File: config.mk
export PLATFORM = sky130hd
export DESIGN_NAME = array_tile_feeder_flat
export DESIGN_NICKNAME = d
export VERILOG_FILES = /design/src/rtl/array_tile_feeder_pkg.sv /design/src/rtl/array_tile_feeder_if.sv /design/src/rtl/array_tile_feeder_addr_gen.sv /design/src/rtl/array_tile_feeder.sv /design/src/flat_wrapper.sv
export SDC_FILE = /design/constraint.sdc
export NUM_CORES = 1
export LEC_CHECK = 0
export ABC_AREA = 1
export CAP_MARGIN = 20
export CELL_PAD_IN_SITES_DETAIL_PLACEMENT = 1
export CELL_PAD_IN_SITES_GLOBAL_PLACEMENT = 2
export CORE_AREA = 2 2 213 215
export DETAILED_ROUTE_END_ITERATION = 8
export DIE_AREA = 0 0 215 217
export MAX_ROUTING_LAYER = met4
export PLACE_DENSITY_LB_ADDON = 0.12
export SKIP_LAST_GASP = 1
export SYNTH_ARGS = -nofsm -noshare
export SYNTH_HDL_FRONTEND = slang
export SYNTH_SLANG_ARGS = --single-unit
File: constraint.sdc
create_clock -name clk -period 7.4 [get_ports clk]
set_input_delay 1.85 -clock clk [delete_from_list [all_inputs] [get_ports clk]]
set_output_delay 1.85 -clock clk [all_outputs]
set_load 0.03 [all_outputs]
File: src/rtl/array_tile_feeder_pkg.sv
// Shared constants, state encoding and helpers for the systolic-array tile feeder.
package array_tile_feeder_pkg;

    localparam int tile_dim    = 4;
    localparam int fetch_words = 2 * tile_dim;
    localparam logic [3:0] fetch_last = 4'd8;

    typedef enum logic [1:0] {
        st_idle    = 2'd0,
        st_fetch   = 2'd1,
        st_present = 2'd2,
        st_done    = 2'd3
    } feeder_state_e;

    // Staging words 0-3 hold A rows, 4-7 hold B columns.
    function automatic logic is_b_word(input logic [2:0] widx);
        return widx[2];
    endfunction

endpackage

File: src/rtl/array_tile_feeder_if.sv
// Tile-RAM read port plus the tile/flag handshake toward the systolic array.
interface array_tile_feeder_if
    import array_tile_feeder_pkg::*;
#(
    parameter int WIDTH  = 8,
    parameter int ADDR_W = 10
);
    logic                                mem_rd_en;
    logic [ADDR_W-1:0]                   mem_addr;
    logic [tile_dim*WIDTH-1:0]           mem_rdata;
    logic                                tile_valid;
    logic                                tile_ready;
    logic [tile_dim*tile_dim*WIDTH-1:0]  a_tile;
    logic [tile_dim*tile_dim*WIDTH-1:0]  b_tile;
    logic                                add_flag;
    logic                                last_tile_flag;
    logic                                end_of_row_flag;
    logic                                end_of_head_flag;

    modport master (
        output mem_rd_en, mem_addr,
        input  mem_rdata,
        output tile_valid,
        input  tile_ready,
        output a_tile, b_tile, add_flag, last_tile_flag, end_of_row_flag, end_of_head_flag
    );

    modport slave (
        input  mem_rd_en, mem_addr,
        output mem_rdata,
        input  tile_valid,
        output tile_ready,
        input  a_tile, b_tile, add_flag, last_tile_flag, end_of_row_flag, end_of_head_flag
    );

endinterface

File: src/rtl/array_tile_feeder_addr_gen.sv
// Row/col/k tile counters, boundary flags and tile-RAM word address generation.
module array_tile_feeder_addr_gen
    import array_tile_feeder_pkg::*;
#(
    parameter int ADDR_W = 10,
    parameter int CNT_W  = 4
) (
    input  logic              clk,
    input  logic              _reset,
    input  logic              load,
    input  logic              advance,
    input  logic [ADDR_W-1:0] a_base,
    input  logic [ADDR_W-1:0] b_base,
    input  logic [CNT_W-1:0]  n_row,
    input  logic [CNT_W-1:0]  n_col,
    input  logic [CNT_W-1:0]  n_k,
    input  logic [2:0]        widx,
    output logic [ADDR_W-1:0] addr,
    output logic              add,
    output logic              last_tile,
    output logic              end_of_row,
    output logic              end_of_head
);

    logic [ADDR_W-1:0] a_base_r, b_base_r;
    logic [CNT_W-1:0]  n_row_r, n_col_r, n_k_r;
    logic [CNT_W-1:0]  r_r, c_r, k_r;
    logic [ADDR_W-1:0] tile_idx_s, base_s;

    localparam logic [CNT_W-1:0] cnt_one  = CNT_W'(1'b1);
    localparam logic [CNT_W-1:0] cnt_zero = {CNT_W{1'b0}};

    // A zero count degenerates to a single tile along that axis.
    function automatic logic [CNT_W-1:0] eff_count(input logic [CNT_W-1:0] n);
        if (n == cnt_zero) begin
            return cnt_one;
        end else begin
            return n;
        end
    endfunction

    assign add         = (k_r != cnt_zero);
    assign last_tile   = (k_r == n_k_r - cnt_one);
    assign end_of_row  = last_tile && (c_r == n_col_r - cnt_one);
    assign end_of_head = end_of_row && (r_r == n_row_r - cnt_one);

    // Configuration latch and r-outer / c-middle / k-inner loop counters.
    always_ff @(posedge clk) begin
        if (!_reset) begin
            a_base_r <= {ADDR_W{1'b0}};
            b_base_r <= {ADDR_W{1'b0}};
            n_row_r  <= cnt_zero;
            n_col_r  <= cnt_zero;
            n_k_r    <= cnt_zero;
            r_r      <= cnt_zero;
            c_r      <= cnt_zero;
            k_r      <= cnt_zero;
        end else if (load) begin
            a_base_r <= a_base;
            b_base_r <= b_base;
            n_row_r  <= eff_count(n_row);
            n_col_r  <= eff_count(n_col);
            n_k_r    <= eff_count(n_k);
            r_r      <= cnt_zero;
            c_r      <= cnt_zero;
            k_r      <= cnt_zero;
        end else if (advance) begin
            if (!last_tile) begin
                k_r <= k_r + cnt_one;
            end else begin
                k_r <= cnt_zero;
                if (c_r == n_col_r - cnt_one) begin
                    c_r <= cnt_zero;
                    r_r <= (r_r == n_row_r - cnt_one) ? cnt_zero : r_r + cnt_one;
                end else begin
                    c_r <= c_r + cnt_one;
                end
            end
        end
    end

    // Word address: base + (tile index * 4) + word-in-tile, wrapping at ADDR_W bits.
    always_comb begin
        tile_idx_s = {ADDR_W{1'b0}};
        base_s     = a_base_r;
        if (is_b_word(widx)) begin
            tile_idx_s = ADDR_W'(c_r) * ADDR_W'(n_k_r) + ADDR_W'(k_r);
            base_s     = b_base_r;
        end else begin
            tile_idx_s = ADDR_W'(r_r) * ADDR_W'(n_k_r) + ADDR_W'(k_r);
            base_s     = a_base_r;
        end
        addr = base_s + {tile_idx_s[ADDR_W-3:0], 2'b00} + ADDR_W'(widx[1:0]);
    end

endmodule

File: src/rtl/array_tile_feeder.sv
// Initiator side of the systolic-array tile interface: fetches A/B tile pairs from the
// tile RAM and presents them, with boundary flags, one pair per valid/ready transfer.
module array_tile_feeder
    import array_tile_feeder_pkg::*;
#(
    parameter int WIDTH  = 8,
    parameter int ADDR_W = 10,
    parameter int CNT_W  = 4
) (
    input  logic                clk,
    input  logic                _reset,
    input  logic                start,
    input  logic [ADDR_W-1:0]   a_base,
    input  logic [ADDR_W-1:0]   b_base,
    input  logic [CNT_W-1:0]    n_row,
    input  logic [CNT_W-1:0]    n_col,
    input  logic [CNT_W-1:0]    n_k,
    array_tile_feeder_if.master bus,
    output logic                busy,
    output logic                done
);

    localparam int word_w = tile_dim * WIDTH;

    feeder_state_e     state_r, state_s;
    logic [3:0]        fcnt_r, fcnt_s;
    logic [word_w-1:0] stage_r [fetch_words];
    logic              busy_r, done_r, valid_r;
    logic              load_s, advance_s, rd_en_s;
    logic              add_s, last_s, eor_s, eoh_s;
    logic [ADDR_W-1:0] addr_s;

    array_tile_feeder_addr_gen #(
        .ADDR_W (ADDR_W),
        .CNT_W  (CNT_W)
    ) u_addr_gen (
        .clk         (clk),
        ._reset      (_reset),
        .load        (load_s),
        .advance     (advance_s),
        .a_base      (a_base),
        .b_base      (b_base),
        .n_row       (n_row),
        .n_col       (n_col),
        .n_k         (n_k),
        .widx        (fcnt_r[2:0]),
        .addr        (addr_s),
        .add         (add_s),
        .last_tile   (last_s),
        .end_of_row  (eor_s),
        .end_of_head (eoh_s)
    );

    // Next-state and control strobes for the fetch/present loop.
    always_comb begin
        state_s   = state_r;
        fcnt_s    = fcnt_r;
        load_s    = 1'b0;
        advance_s = 1'b0;
        case (state_r)
            st_idle: begin
                if (start) begin
                    state_s = st_fetch;
                    fcnt_s  = 4'd0;
                    load_s  = 1'b1;
                end else begin
                    state_s = st_idle;
                end
            end
            st_fetch: begin
                if (fcnt_r == fetch_last) begin
                    state_s = st_present;
                    fcnt_s  = 4'd0;
                end else begin
                    fcnt_s  = fcnt_r + 4'd1;
                end
            end
            st_present: begin
                if (bus.tile_ready) begin
                    fcnt_s = 4'd0;
                    if (eoh_s) begin
                        state_s = st_done;
                    end else begin
                        state_s   = st_fetch;
                        advance_s = 1'b1;
                    end
                end else begin
                    state_s = st_present;
                end
            end
            st_done: begin
                state_s = st_idle;
            end
            default: begin
                state_s = st_idle;
                fcnt_s  = 4'd0;
            end
        endcase
    end

    // State, status registers and staging capture (RAM data lags the read by one cycle,
    // so fcnt 1..8 lands in words 0..7 via the 3-bit wrap of fcnt-1).
    always_ff @(posedge clk) begin
        if (!_reset) begin
            state_r <= st_idle;
            fcnt_r  <= 4'd0;
            busy_r  <= 1'b0;
            done_r  <= 1'b0;
            valid_r <= 1'b0;
            for (int i = 0; i < fetch_words; i++) begin
                stage_r[i] <= {word_w{1'b0}};
            end
        end else begin
            state_r <= state_s;
            fcnt_r  <= fcnt_s;
            busy_r  <= (state_s != st_idle);
            done_r  <= (state_s == st_done);
            valid_r <= (state_s == st_present);
            if ((state_r == st_fetch) && (fcnt_r != 4'd0)) begin
                stage_r[fcnt_r[2:0] - 3'd1] <= bus.mem_rdata;
            end
        end
    end

    assign rd_en_s              = (state_r == st_fetch) && (fcnt_r < fetch_last);
    assign bus.mem_rd_en        = rd_en_s;
    assign bus.mem_addr         = rd_en_s ? addr_s : {ADDR_W{1'b0}};
    assign bus.tile_valid       = valid_r;
    assign bus.a_tile           = {stage_r[3], stage_r[2], stage_r[1], stage_r[0]};
    assign bus.b_tile           = {stage_r[7], stage_r[6], stage_r[5], stage_r[4]};
    assign bus.add_flag         = add_s  && valid_r;
    assign bus.last_tile_flag   = last_s && valid_r;
    assign bus.end_of_row_flag  = eor_s  && valid_r;
    assign bus.end_of_head_flag = eoh_s  && valid_r;
    assign busy                 = busy_r;
    assign done                 = done_r;

endmodule

File: src/flat_wrapper.sv
// flat-port wrapper written by rule: the top's interface ports become plain ports
module array_tile_feeder_flat import array_tile_feeder_pkg::*;
#(
    parameter int WIDTH  = 8,
    parameter int ADDR_W = 10,
    parameter int CNT_W  = 4
)
  (clk, _reset, start, a_base, b_base, n_row, n_col, n_k, busy, done, bus_mem_rd_en, bus_mem_addr, bus_mem_rdata, bus_tile_valid, bus_tile_ready, bus_a_tile, bus_b_tile, bus_add_flag, bus_last_tile_flag, bus_end_of_row_flag, bus_end_of_head_flag);
  array_tile_feeder_if #(.WIDTH(WIDTH), .ADDR_W(ADDR_W)) bus_i ();
  input  logic clk;
  input  logic _reset;
  input  logic start;
  input  logic [ADDR_W-1:0] a_base;
  input  logic [ADDR_W-1:0] b_base;
  input  logic [CNT_W-1:0] n_row;
  input  logic [CNT_W-1:0] n_col;
  input  logic [CNT_W-1:0] n_k;
  output logic busy;
  output logic done;
  output wire logic [$bits(bus_i.mem_rd_en)-1:0] bus_mem_rd_en;
  output wire logic [$bits(bus_i.mem_addr)-1:0] bus_mem_addr;
  input wire logic [$bits(bus_i.mem_rdata)-1:0] bus_mem_rdata;
  output wire logic [$bits(bus_i.tile_valid)-1:0] bus_tile_valid;
  input wire logic [$bits(bus_i.tile_ready)-1:0] bus_tile_ready;
  output wire logic [$bits(bus_i.a_tile)-1:0] bus_a_tile;
  output wire logic [$bits(bus_i.b_tile)-1:0] bus_b_tile;
  output wire logic [$bits(bus_i.add_flag)-1:0] bus_add_flag;
  output wire logic [$bits(bus_i.last_tile_flag)-1:0] bus_last_tile_flag;
  output wire logic [$bits(bus_i.end_of_row_flag)-1:0] bus_end_of_row_flag;
  output wire logic [$bits(bus_i.end_of_head_flag)-1:0] bus_end_of_head_flag;
  assign bus_mem_rd_en = bus_i.mem_rd_en;
  assign bus_mem_addr = bus_i.mem_addr;
  assign bus_i.mem_rdata = bus_mem_rdata;
  assign bus_tile_valid = bus_i.tile_valid;
  assign bus_i.tile_ready = bus_tile_ready;
  assign bus_a_tile = bus_i.a_tile;
  assign bus_b_tile = bus_i.b_tile;
  assign bus_add_flag = bus_i.add_flag;
  assign bus_last_tile_flag = bus_i.last_tile_flag;
  assign bus_end_of_row_flag = bus_i.end_of_row_flag;
  assign bus_end_of_head_flag = bus_i.end_of_head_flag;
  array_tile_feeder #(.WIDTH(WIDTH), .ADDR_W(ADDR_W), .CNT_W(CNT_W)) u_core (.clk(clk), ._reset(_reset), .start(start), .a_base(a_base), .b_base(b_base), .n_row(n_row), .n_col(n_col), .n_k(n_k), .bus(bus_i), .busy(busy), .done(done));
endmodule
==> impl_results.md <==
- Maximum capacitance violations: 0
- Clock power frac: 0.425
- Drt wl/cell: ~21 um
- Most frequent CP cell: nand2_1
- Worst setup path startpoint: u_core.u_addr_gen.n_k_r[2]
- Clock Skew: 0.0151 ns
- Worst path max stage delay: about 0.53 ns
- Avg Cell Area, Syn: between 10 and 15 um2
- Global-route wire length before repair: a little over 70 mm
- Reg clk slew, reported paths: about 0.060 ns
- Area of placed instances: between 0.015 and 0.02 mm2
- Synth warnings: 0
- R2R setup slack: ~4.3 ns
- Clock buffer depth: 3
- Clock sink total: around 300
- Place WS: between 0.2 and 0.3 ns
- H-tree levels: 2
- DRT antenna net count: 0
- # rows: 78
- Core Region: 0.0447 mm2
- Cts hold-fix bufs: 0
- RSZ-0062 raised after global routing: yes
- Outcome: complete, no violations
- Layout area overhead: 39.0%
- Crit Reg-Reg Endpoint: u_core.stage_r[2][7]
- Die height: between 200 and 250 um
- Pwr dens: roughly 230 mW/mm2
- P_sw: roughly 1.1 mW
- Vias: 10491
- Fmax: 138 MHz
- Detailed Route Iter0 Violations: slightly below 500
- Slew Viols, Final: 0
- Top cells by area, synth: edfxtp_1 (57%), nor2_1 (9.3%), dfxtp_1 (7.8%)
- Leakage Power: around 7.9 nW
- Vias in the first global route: approximately 11000
- Peak fanout along the critical path: 7
- ANT cells: 0
- Mapped Nets: 1436
- Post CTS Setup Buffer Count: 0
- Post-DP HPWL: 33.8 mm
- Area leader, netlist: edfxtp_1
- DRC viols: 0
- Sw frac: 0.259
- Share of layout cells above drive strength 1: 0.0554
- Design area: about 0.019 mm2
- Setup violators final: 0
- Share of the synthesized area in the top cell type: 0.567
- Die span in x: 215 um
- Drt total wl: 47.4 mm
- CTS tree: built
- IO Pins: roughly 340
- Num CTS Buffers: 37
- Initial core utilization: 0.303
- PortBufs: around 340
- Fin nets: ~1800
- VDD IR max: ~0.13 mV
- Final WS setup: roughly 0.17 ns
- Element type at the critical path start: register
- Hold Fails Final Rpt: 0
- Cells after synthesis: roughly 1300
- Clk Latency, worst-skew pair: roughly 0.56 ns
- Die area: between 0.04 and 0.05 mm2
- RePlAce Congestion: ~0.8
- Slew margin rel.: 0.290
- Largest net degree at the start of global routing: between 40 and 50
- Slowest-stage cell, CP: fa_1
- Pint: ~3.2 mW
- Hold Crit Class: register to register
- R2r worst-path depth: 6
- Comb pwr share: 0.110
- CP endpoint kind: output port
- Sequential area share after synthesis: 0.645
- Worst Setup EP: bus_mem_addr[9]
- Worst R2R Start: u_core.fcnt_r[2]
- Netlist cell types: 33
- Post-cts repair resize count: 4
- Synth Cell Area: 0.0136 mm2
- Critical Path AT: ~5.4 ns
- GRT overflow: 0
- Slew @ Worst Pin: about 1.1 ns
- Yosys reg bits: a little over 300
- Iteration count of the initial detailed-routing pass: 4
- Fin crit share: 0.977
- Sequential cell fraction of total power: 0.466
- CP Class: register to output port
- Filler instances: between 5000 and 6000
- GRT Overall Usage: 0.208
- Fin crit period: slightly above 7 ns
- Antenna violations before repair: 0
- Cell breakdown of the critical path: nand2_1, fa_1, fa_1, fa_1, inv_1, ha_1, a21oi_1, nand2_1, nand2_1, nand2_1, a21oi_1, nor2_1, o22ai_1, inv_1, ha_1, inv_1, nor3_1, nand3_1, nand3_1, inv_1, nand2_1, nand2_1, nor2_1, clkdlybuf4s15_1
- Vias per cell: 4.61
- Clk root buf: clkbuf_16
- Critical Path RT: roughly 5.6 ns
==> worst min-delay path by stage <==
stage	startpoint	endpoint	slack, ns	cells after the start
floorplan	u_core.u_addr_gen.n_col_r[3]	u_core.u_addr_gen.n_col_r[3]	0.44	2
global placement	u_core.u_addr_gen.a_base_r[9]	u_core.u_addr_gen.a_base_r[9]	0.46	2
detailed placement	u_core.u_addr_gen.a_base_r[3]	u_core.u_addr_gen.a_base_r[3]	0.47	2
CTS	u_core.u_addr_gen.n_row_r[3]	u_core.u_addr_gen.n_row_r[3]	0.49	2
global route	u_core.u_addr_gen.n_col_r[3]	u_core.u_addr_gen.n_col_r[3]	0.51	2
finish	u_core.u_addr_gen.n_row_r[3]	u_core.u_addr_gen.n_row_r[3]	0.48	2
==> cells in the final DEF, fill, tap and decap left out, drive strengths merged <==
master,Yosys,routed
nor2,343,343
clkdlybuf4s50,0,337
edfxtp,256,256
nand2,202,202
inv,158,159
dfxtp,53,53
ha,50,50
clkbuf,37,48
a21oi,46,46
o21ai,46,46
nand3,30,30
buf,15,19
clkinv,1,16
nand4,15,15
fa,15,15
xor2,9,9
nor3,8,8
xnor2,5,5
nor4,4,4
a31oi,3,3
bufinv,0,3
o22ai,2,2
dlymetal6s2s,0,2
a31o,1,1
or2,1,1
o21bai,1,1
nand3b,1,1
o32ai,1,1
clkinvlp,0,1
clkdlybuf4s15,0,1
==> critical path: cells and delay by family (launching register included) <==
kind            cells  cell delay (ns)
compound gates      3             0.51
fa+ha+maj           5             2.18
buf+inv             5             0.61
flops               1             0.48
simple gates       11             1.06
==> power by group through the flow <==
stage	Clock, mW	Sequential (mW)	Combinational (mW)
2_1_floorplan	0	2.12	0.134
3_3_place_gp	0	2.01	0.472
3_5_place_dp	0	2.02	0.475
4_1_cts	1.85	1.98	0.477
5_1_grt	1.92	1.99	0.500
6_report	1.81	1.98	0.467
==> state kept, by name (all words and copies together), names as in the netlist <==
register / cells
u_core.u_addr_gen.a_base_r: 10
u_core.u_addr_gen.b_base_r: 10
u_core.u_addr_gen.n_row_r: 4
u_core.u_addr_gen.n_col_r: 4
u_core.u_addr_gen.c_r: 4
u_core.done: 1
u_core.bus.tile_valid: 1
u_core.busy: 1
u_core.u_addr_gen.k_r: 4
u_core.stage_r: 256
u_core.u_addr_gen.r_r: 4
u_core.fcnt_r: 4
u_core.state_r: 2
u_core.u_addr_gen.n_k_r: 4
==> synth_stat cells, drive strengths merged <==
cell type	n
o21bai	1
o22ai	2
xor2	9
o21ai	46
a31o	1
nand3b	1
or2	1
nor2	343
clkinv	1
clkbuf	37
nor3	8
xnor2	5
edfxtp	256
nor4	4
o32ai	1
ha	50
buf	15
dfxtp	53
inv	158
nand2	202
a21oi	46
a31oi	3
fa	15
nand4	15
nand3	30
==> cell families (layout without fill, tap and decap cells) <==
| kind of cell | Yosys count | count (layout) | share of synthesized area |
|---|---|---|---|
| flip-flops | 309 | 309 | 0.645 |
| AO/OA/AOI/OAI | 100 | 100 | 0.0381 |
| adder cells (fa/ha/maj) | 65 | 65 | 0.0683 |
| AND/OR/NAND/NOR | 604 | 604 | 0.179 |
| XOR/XNOR | 14 | 14 | 0.00905 |
| buffers and inverters | 211 | 586 | 0.0601 |
==> area by class of cell <==
cell class | instances | area, um2 | share of cell area
Clock buffer | 48 | 967 | 0.0513
Clock inverter | 20 | 223 | 0.0118
Inverter | 159 | 597 | 0.0317
Multi-Input combinational cell | 783 | 4010 | 0.213
Sequential cell | 309 | 8750 | 0.464
Tap cell | 600 | 751 | 0.0398
Timing Repair Buffer | 359 | 3550 | 0.188
==> metal layers <==
layer / GRT usage / wire length [um] / vias to the layer above
met3: 0.0394 / 2400 / 68
li1: - / - / 4935
met2: 0.357 / 23500 / 278
met4: 0.0664 / 1450 / 0
met5: - / 0 / -
met1: 0.249 / 20100 / 5210
==> per-stage QoR <==
stage,utilization,TNS [ns],power (mW),cells,hold WS (ns)
after floorplan,-,0,2.25,1303,0.444
after global placement,0.395,0,2.49,2210,0.461
after detailed placement,0.395,0,2.49,2210,0.473
after CTS,0.422,0,4.31,2278,0.486
after global routing,0.422,-0.240,4.40,2278,0.508
final,0.422,0,4.25,2278,0.480
Note: power is estimated with default switching activity, not from simulation.
